--- config.mk ---
export PLATFORM = sky130hd
export DESIGN_NAME = triad_decoder
export DESIGN_NICKNAME = d
export VERILOG_FILES = /design/src/rtl/triad_pkg.sv /design/src/rtl/triad_hit_fifo.sv /design/src/rtl/triad_decoder.sv
export SDC_FILE = /design/constraint.sdc
export NUM_CORES = 1
export LEC_CHECK = 0
export CORE_MARGIN = 3
export CORE_UTILIZATION = 45
export CTS_CLUSTER_DIAMETER = 100
export DETAILED_ROUTE_END_ITERATION = 12
export PLACE_DENSITY_LB_ADDON = 0.12
export SYNTH_ARGS = -nofsm -noshare
export SYNTH_HDL_FRONTEND = slang
export SYNTH_SLANG_ARGS = --single-unit
--- constraint.sdc ---
create_clock -name clock -period 7.6 [get_ports clock]
set_clock_uncertainty 0.2 [all_clocks]
set_input_delay 2.28 -clock clock [delete_from_list [all_inputs] [get_ports clock]]
set_output_delay 2.28 -clock clock [all_outputs]
set_load 0.02 [all_outputs]
--- src/rtl/triad_pkg.sv ---
// Shared types and sizing helpers for the triad decoder.
// TRIAD_DECODER_BX_EN widens each hit by a BX timestamp.
package triad_pkg;

   localparam int TRIAD_LEN = 3;

   typedef enum logic [1:0] {
      IDLE,
      BIT1,
      BIT2
   } lane_state_t;

`ifdef TRIAD_DECODER_BX_EN
   localparam bit BX_EN = 1'b1;
`else
   localparam bit BX_EN = 1'b0;
`endif

   function automatic int addr_width(input int nstrip);
      return $clog2(nstrip) + 2;
   endfunction

   function automatic int hit_width(input int addr_w, input int bx_w);
      return BX_EN ? addr_w + bx_w : addr_w;
   endfunction

   // Frame length in samples; the lane FSM below walks exactly this many states.
   function automatic int frame_len();
      return TRIAD_LEN;
   endfunction

endpackage

--- src/rtl/triad_hit_fifo.sv ---
// First-word-fall-through hit FIFO: the head entry is presented whenever count is non-zero,
// and the output reads 0 while empty. Accepts a write when full only alongside a pop.
module triad_hit_fifo #(
   parameter int  WIDTH = 5,
   parameter int  DEPTH = 16,
   localparam int PTR_W = $clog2(DEPTH),
   localparam int CNT_W = PTR_W + 1
) (
   input  logic             clock,
   input  logic             reset_n,
   input  logic             wr_en,
   input  logic [WIDTH-1:0] wr_data,
   input  logic             rd_en,
   output logic [WIDTH-1:0] rd_data,
   output logic             valid,
   output logic             full,
   output logic [CNT_W-1:0] count
);

   logic [WIDTH-1:0] mem [DEPTH];
   logic [PTR_W-1:0] wr_ptr_reg;
   logic [PTR_W-1:0] rd_ptr_reg;
   logic [CNT_W-1:0] count_reg;
   logic             do_wr;
   logic             do_rd;

   assign valid = (count_reg != '0);
   assign full  = (count_reg == CNT_W'(DEPTH));
   assign do_rd = rd_en && valid;
   assign do_wr = wr_en && (!full || do_rd);

   always_ff @(posedge clock) begin
      if (do_wr) mem[wr_ptr_reg] <= wr_data;
   end

   always_ff @(posedge clock or negedge reset_n) begin
      if (!reset_n) begin
         wr_ptr_reg <= '0;
         rd_ptr_reg <= '0;
         count_reg  <= '0;
      end else begin
         if (do_wr) wr_ptr_reg <= wr_ptr_reg + PTR_W'(1);
         if (do_rd) rd_ptr_reg <= rd_ptr_reg + PTR_W'(1);
         case ({do_wr, do_rd})
            2'b10:   count_reg <= count_reg + CNT_W'(1);
            2'b01:   count_reg <= count_reg - CNT_W'(1);
            default: count_reg <= count_reg;
         endcase
      end
   end

   // When full with a simultaneous pop, the write lands in the slot just vacated by the head.
   assign rd_data = valid ? mem[rd_ptr_reg] : '0;
   assign count   = count_reg;

endmodule

--- src/rtl/triad_decoder.sv ---
// Deserializes per-lane triad frames into half-strip hits and queues them round-robin
// into a FWFT FIFO. Define TRIAD_DECODER_BX_EN to prefix each hit with a BX timestamp.
module triad_decoder
   import triad_pkg::*;
#(
   parameter int  NSTRIP     = 8,
   parameter int  FIFO_DEPTH = 16,
   parameter int  BX_W       = 12,
   localparam int ADDR_W     = addr_width(NSTRIP),
   localparam int HIT_W      = hit_width(ADDR_W, BX_W),
   localparam int CNT_W      = $clog2(FIFO_DEPTH) + 1
) (
   input  logic              clock,
   input  logic              reset_n,
   input  logic [NSTRIP-1:0] triad_in,
   input  logic              bx0,
   output logic              hit_valid,
   input  logic              hit_ready,
   output logic [HIT_W-1:0]  hit_data,
   output logic [CNT_W-1:0]  fifo_count,
   output logic [15:0]       drop_count,
   input  logic              drop_clear
);

   localparam int LANE_W = ADDR_W - 2;

   logic [NSTRIP-1:0] hold_valid;
   logic [NSTRIP-1:0] grant;
   logic [NSTRIP-1:0] drop;
   logic [HIT_W-1:0]  hold_data [NSTRIP];
   logic [LANE_W-1:0] ptr_reg;
   logic [LANE_W-1:0] grant_idx;
   logic [LANE_W-1:0] cand_idx;
   logic              grant_found;
   logic              grant_ok;
   logic              fifo_full;
   logic              pop;
   int                arb_idx;
   logic [15:0]       drop_count_reg;
   logic [LANE_W:0]   drop_n;
   logic [16:0]       drop_sum;

`ifdef TRIAD_DECODER_BX_EN
   logic [BX_W-1:0] bx_cnt_reg;

   always_ff @(posedge clock or negedge reset_n) begin
      if (!reset_n)  bx_cnt_reg <= '0;
      else if (bx0)  bx_cnt_reg <= '0;
      else           bx_cnt_reg <= bx_cnt_reg + BX_W'(1);
   end
`else
   logic unused_bx0;
   assign unused_bx0 = bx0;
`endif

   for (genvar gi = 0; gi < NSTRIP; gi++) begin : g_lane
      lane_state_t      state_reg;
      logic             pair_reg;
      logic             hold_valid_reg;
      logic [HIT_W-1:0] hold_data_reg;
      logic [HIT_W-1:0] frame;
      logic             done;

`ifdef TRIAD_DECODER_BX_EN
      logic [BX_W-1:0] ts_reg;

      // Timestamp is the counter value seen with the start bit, before any bx0 clear.
      always_ff @(posedge clock or negedge reset_n) begin
         if (!reset_n)                               ts_reg <= '0;
         else if (state_reg == IDLE && triad_in[gi]) ts_reg <= bx_cnt_reg;
      end
      assign frame = {ts_reg, LANE_W'(gi), pair_reg, triad_in[gi]};
`else
      assign frame = {LANE_W'(gi), pair_reg, triad_in[gi]};
`endif

      assign done     = (state_reg == BIT2);
      assign drop[gi] = done && hold_valid_reg && !grant[gi];

      always_ff @(posedge clock or negedge reset_n) begin
         if (!reset_n) begin
            state_reg      <= IDLE;
            pair_reg       <= 1'b0;
            hold_valid_reg <= 1'b0;
            hold_data_reg  <= '0;
         end else begin
            case (state_reg)
               IDLE:    if (triad_in[gi]) state_reg <= BIT1;
               BIT1: begin
                  pair_reg  <= triad_in[gi];
                  state_reg <= BIT2;
               end
               default: state_reg <= IDLE;
            endcase
            // A lane granted this cycle frees its holding register in time for a new frame.
            if (done && (!hold_valid_reg || grant[gi])) begin
               hold_valid_reg <= 1'b1;
               hold_data_reg  <= frame;
            end else if (grant[gi]) begin
               hold_valid_reg <= 1'b0;
            end
         end
      end

      assign hold_valid[gi] = hold_valid_reg;
      assign hold_data[gi]  = hold_data_reg;
   end

   assign pop      = hit_valid && hit_ready;
   assign grant_ok = !fifo_full || pop;

   always_comb begin
      grant_found = 1'b0;
      grant_idx   = '0;
      cand_idx    = '0;
      arb_idx     = 0;
      grant       = '0;
      for (int k = 0; k < NSTRIP; k++) begin
         arb_idx = int'(ptr_reg) + k;
         if (arb_idx >= NSTRIP) arb_idx = arb_idx - NSTRIP;
         cand_idx = LANE_W'(arb_idx);
         if (!grant_found && hold_valid[cand_idx]) begin
            grant_found = 1'b1;
            grant_idx   = cand_idx;
         end
      end
      if (grant_found && grant_ok) grant[grant_idx] = 1'b1;
   end

   always_ff @(posedge clock or negedge reset_n) begin
      if (!reset_n) begin
         ptr_reg <= '0;
      end else if (|grant) begin
         ptr_reg <= (grant_idx == LANE_W'(NSTRIP - 1)) ? '0 : grant_idx + LANE_W'(1);
      end
   end

   // Several lanes can drop in one cycle; each dropped frame counts.
   always_comb begin
      drop_n = '0;
      for (int k = 0; k < NSTRIP; k++) drop_n = drop_n + (LANE_W + 1)'(drop[k]);
      drop_sum = 17'(drop_count_reg) + 17'(drop_n);
   end

   always_ff @(posedge clock or negedge reset_n) begin
      if (!reset_n)         drop_count_reg <= '0;
      else if (drop_clear)  drop_count_reg <= '0;
      else if (drop_sum[16]) drop_count_reg <= 16'hFFFF;
      else                  drop_count_reg <= drop_sum[15:0];
   end

   assign drop_count = drop_count_reg;

   triad_hit_fifo #(
      .WIDTH (HIT_W),
      .DEPTH (FIFO_DEPTH)
   ) u_fifo (
      .clock   (clock),
      .reset_n (reset_n),
      .wr_en   (|grant),
      .wr_data (hold_data[grant_idx]),
      .rd_en   (hit_ready),
      .rd_data (hit_data),
      .valid   (hit_valid),
      .full    (fifo_full),
      .count   (fifo_count)
   );

endmodule

==> impl_metrics.yaml, run 1 <==
global_routing:
  grt_pass1_vias: 5039
  grt-ovfl-total: 0
  antenna_found_initial: 0
  grt_max_degree: 88
  grt_pass1_wl_um: 27000
  grt_usage_pct: 17.3
clock_network:
  clock_path_buffers: 2
  cts_buffers: 17
  clock-root-buffer: "clkbuf_16"
  cts_tree: "done"
  post_cts_buffers: 0
  ctsResizeCount: 0
  clkTransAtPathRegs_ns: 0.07
  htree_levels: 4
  cts_sinks: 167
  hold_buffers: 0
  insertion_delay_ns: 0.42
sta:
  setup_ws_ns: 0.417
  period_minus_slack_ns: 7.18
  tightest_slew_ns: 1.09
  fmax_ghz: 0.139
  rsz0062_at_grt: "false"
  relSlewSlack_pct: 27.4
  hold_viol_final: 0
  final.period_utilization_pct: 94.5
  maxSlewViolCount: 0
  hold_ws_ns: 0.240
  finalSetupViolations: 0
worst_setup_path:
  r2r_slack_ns: 0.42
  timing.rr.start: "ptr_reg[1]$_DFFE_PN0N_"
  endpoint: "drop_count[14]$_DFF_PN0_"
  end_kind: "flip-flop"
  critPathArrivalTime_ns: 7.27
  worst_setup_path_start_kind: "flip-flop"
  cp_max_fo: 13
  crit_start: "ptr_reg[1]$_DFFE_PN0N_"
  regToRegEndpoint: "drop_count[14]$_DFF_PN0_"
  rr_worst_depth: 27
  cp_data_required_time_ns: 7.68
  critical_path_class: "reg2reg"
floorplan:
  chipWidth_um: 142
  num_io_pins: 40
  dieHeight_um: 142
  rows: 49
  initial_core_util_pct: 46.2
  core_region_area_um2: 18100
  dieArea_um2: 20300
yosys:
  syn_avg_cell_area_um2: 14.1
  syn_nets: 629
  syn-instance-count: 593
  synth_area_um2: 8360
  synth_edf_count: 80
  ys_async_sr_fraction_pct: 52.1
  synth_ff_type: "dfrtp_1"
  seq_area_frac_synth_pct: 54.8
  yosys_warnings: 0
  ys_seq_elements: 167
  ys_types: 64
placement:
  place_area_um2: 9050
  finalWeightedCongestion: 0.874
  port_buffers: 38
  pre_cts_ws_ns: -0.00715
  place_inst: 856
  dp_hpwl_um: 11800
run:
  maxCapViolCount: 0
routing:
  ant_nets: 0
  drtIter0Drc: 197
  wire_per_inst_um: 18.6
  wirelength_um: 16500
  dr_total_vias: 4862
  firstDrtPassIters: 4
  routed_via_density: 5.48
  drcViolationCount: 0
final_layout:
  design_area_um2: 9670
  area_growth_syn_to_layout_pct: 15.6
  num_antenna_cells: 0
  drive_gt1_share_pct: 20.5
  nets: 682
  final_cells: 888
  largest_register_ffs: 80
worst_hold_path:
  hp-start: "g_lane[5].state_reg[0]$_DFFE_PN0P_"
  hp-class: "reg2reg"
run_status:
  status: "completed"
synth_stat cells (10+ instances only):
| library cell | n | share of area [%] |
|---|---|---|
| edfxtp_1 | 80 | 29 |
| mux4_2 | 37 | 10 |
| nand2b_1 | 11 | 0.82 |
| nand2_1 | 25 | 1.1 |
| nor3b_1 | 11 | 0.99 |
| inv_1 | 27 | 1.2 |
| mux2i_1 | 22 | 2.6 |
| mux2_2 | 19 | 2.6 |
| and2_1 | 21 | 1.6 |
| dfrtp_1 | 87 | 26 |
| a21oi_1 | 21 | 1.3 |
| nor2_1 | 25 | 1.1 |
| ha_1 | 17 | 2.5 |
| nor2b_1 | 24 | 1.8 |
| mux2_1 | 12 | 1.6 |
| xnor2_1 | 20 | 2.1 |
| o21ai_0 | 10 | 0.60 |
layout by cell type, fill, tap and decap left out, types with 3 or more instances in the layout:
master / instances
dfrtp_1: 87
edfxtp_1: 80
mux4_2: 37
clkdlybuf4s50_1: 37
inv_1: 27
nor2_1: 25
nand2_1: 25
nor2b_1: 24
mux2i_1: 22
and2_1: 21
a21oi_1: 21
buf_4: 21
xnor2_1: 20
mux2_2: 19
ha_1: 17
clkbuf_16: 17
mux2_1: 12
nor3b_1: 11
nand2b_1: 11
o21ai_0: 10
xor2_1: 7
a211oi_1: 6
mux2_4: 6
fa_1: 6
nor3_1: 5
nand4_1: 5
nand3_1: 5
or2_2: 5
a41oi_1: 4
and3_1: 4
inv_8: 4
a31oi_1: 3
or3_1: 3
a21o_1: 3
clkinv_4: 3
area by class of cell:
cell class	instances	area [um^2]
repair buffers	58	528
well taps	229	287
clock buffers	18	429
multi-input cells	374	3550
fillers	1463	8420
clock inverters	14	188
flip-flops and latches	167	4580
inverters	28	105
metal layers:
layer  share of wire, %  global-route usage, %
met1                 46                   23.5
met2                 50                   28.6
met3                2.8                   3.73
met4                1.0                   4.40
met5                  0                      0
how the worst min path moves through the flow:
stage / slack, ns / to / depth (start not counted)
global route: 0.27 / g_lane[2].state_reg[0]$_DFFE_PN0P_ / 1
detailed placement: 0.23 / g_lane[5].state_reg[0]$_DFFE_PN0P_ / 1
CTS: 0.25 / g_lane[5].state_reg[0]$_DFFE_PN0P_ / 1
floorplan: 0.21 / g_lane[5].state_reg[0]$_DFFE_PN0P_ / 1
global placement: 0.23 / g_lane[5].state_reg[0]$_DFFE_PN0P_ / 1
finish: 0.24 / g_lane[5].state_reg[0]$_DFFE_PN0P_ / 1
cell families (layout without fill, tap and decap cells):
group / after synthesis / in the layout / synth area share, %
xor+xnor: 28 / 28 / 3.16
buf+inv: 52 / 118 / 2.75
mux: 96 / 96 / 17.9
compound gates: 66 / 66 / 5.88
simple gates: 161 / 161 / 11.6
flops: 167 / 167 / 54.8
fa+ha+maj: 23 / 23 / 3.98
worst max-delay path: stages (launching register included):
cell and delay [ns]:
dfrtp_1 0.34, inv_1 0.07, ha_1 0.61, mux2_2 0.29
mux2i_1 0.09, a221o_1 0.46, or4_1 0.49, a21oi_1 0.29
or3_1 0.22, a41oi_1 0.20, and2_1 0.25, fa_1 0.48
inv_1 0.05, fa_1 0.53, inv_1 0.06, fa_1 0.53
inv_1 0.05, fa_1 0.43, inv_1 0.08, fa_1 0.20
a21oi_1 0.08, nor2_1 0.12, o21ai_0 0.12, buf_4 0.18
nor2_1 0.20, nand3_1 0.11, nor3b_1 0.22, nor3_1 0.08
metrics by stage:
step	TNS [ns]	utilization, %
after floorplan	0	-
after global placement	0	50.0
after detailed placement	-0.00715	50.0
after CTS	0	53.4
after global routing	0	53.4
final	0	53.4
Power of run 1 is not shown: default switching activity piles up to over one toggle a cycle in this logic, so the estimate is an artifact.
==> run 2, diff against run 1 <==
Settings changed: HOLD_SLACK_MARGIN from default to 0.02.
==> results of run 2 <==
No change in the layout: final DEF, timing and power equal those of run 1.
Power of run 2 is left out for the same reason.
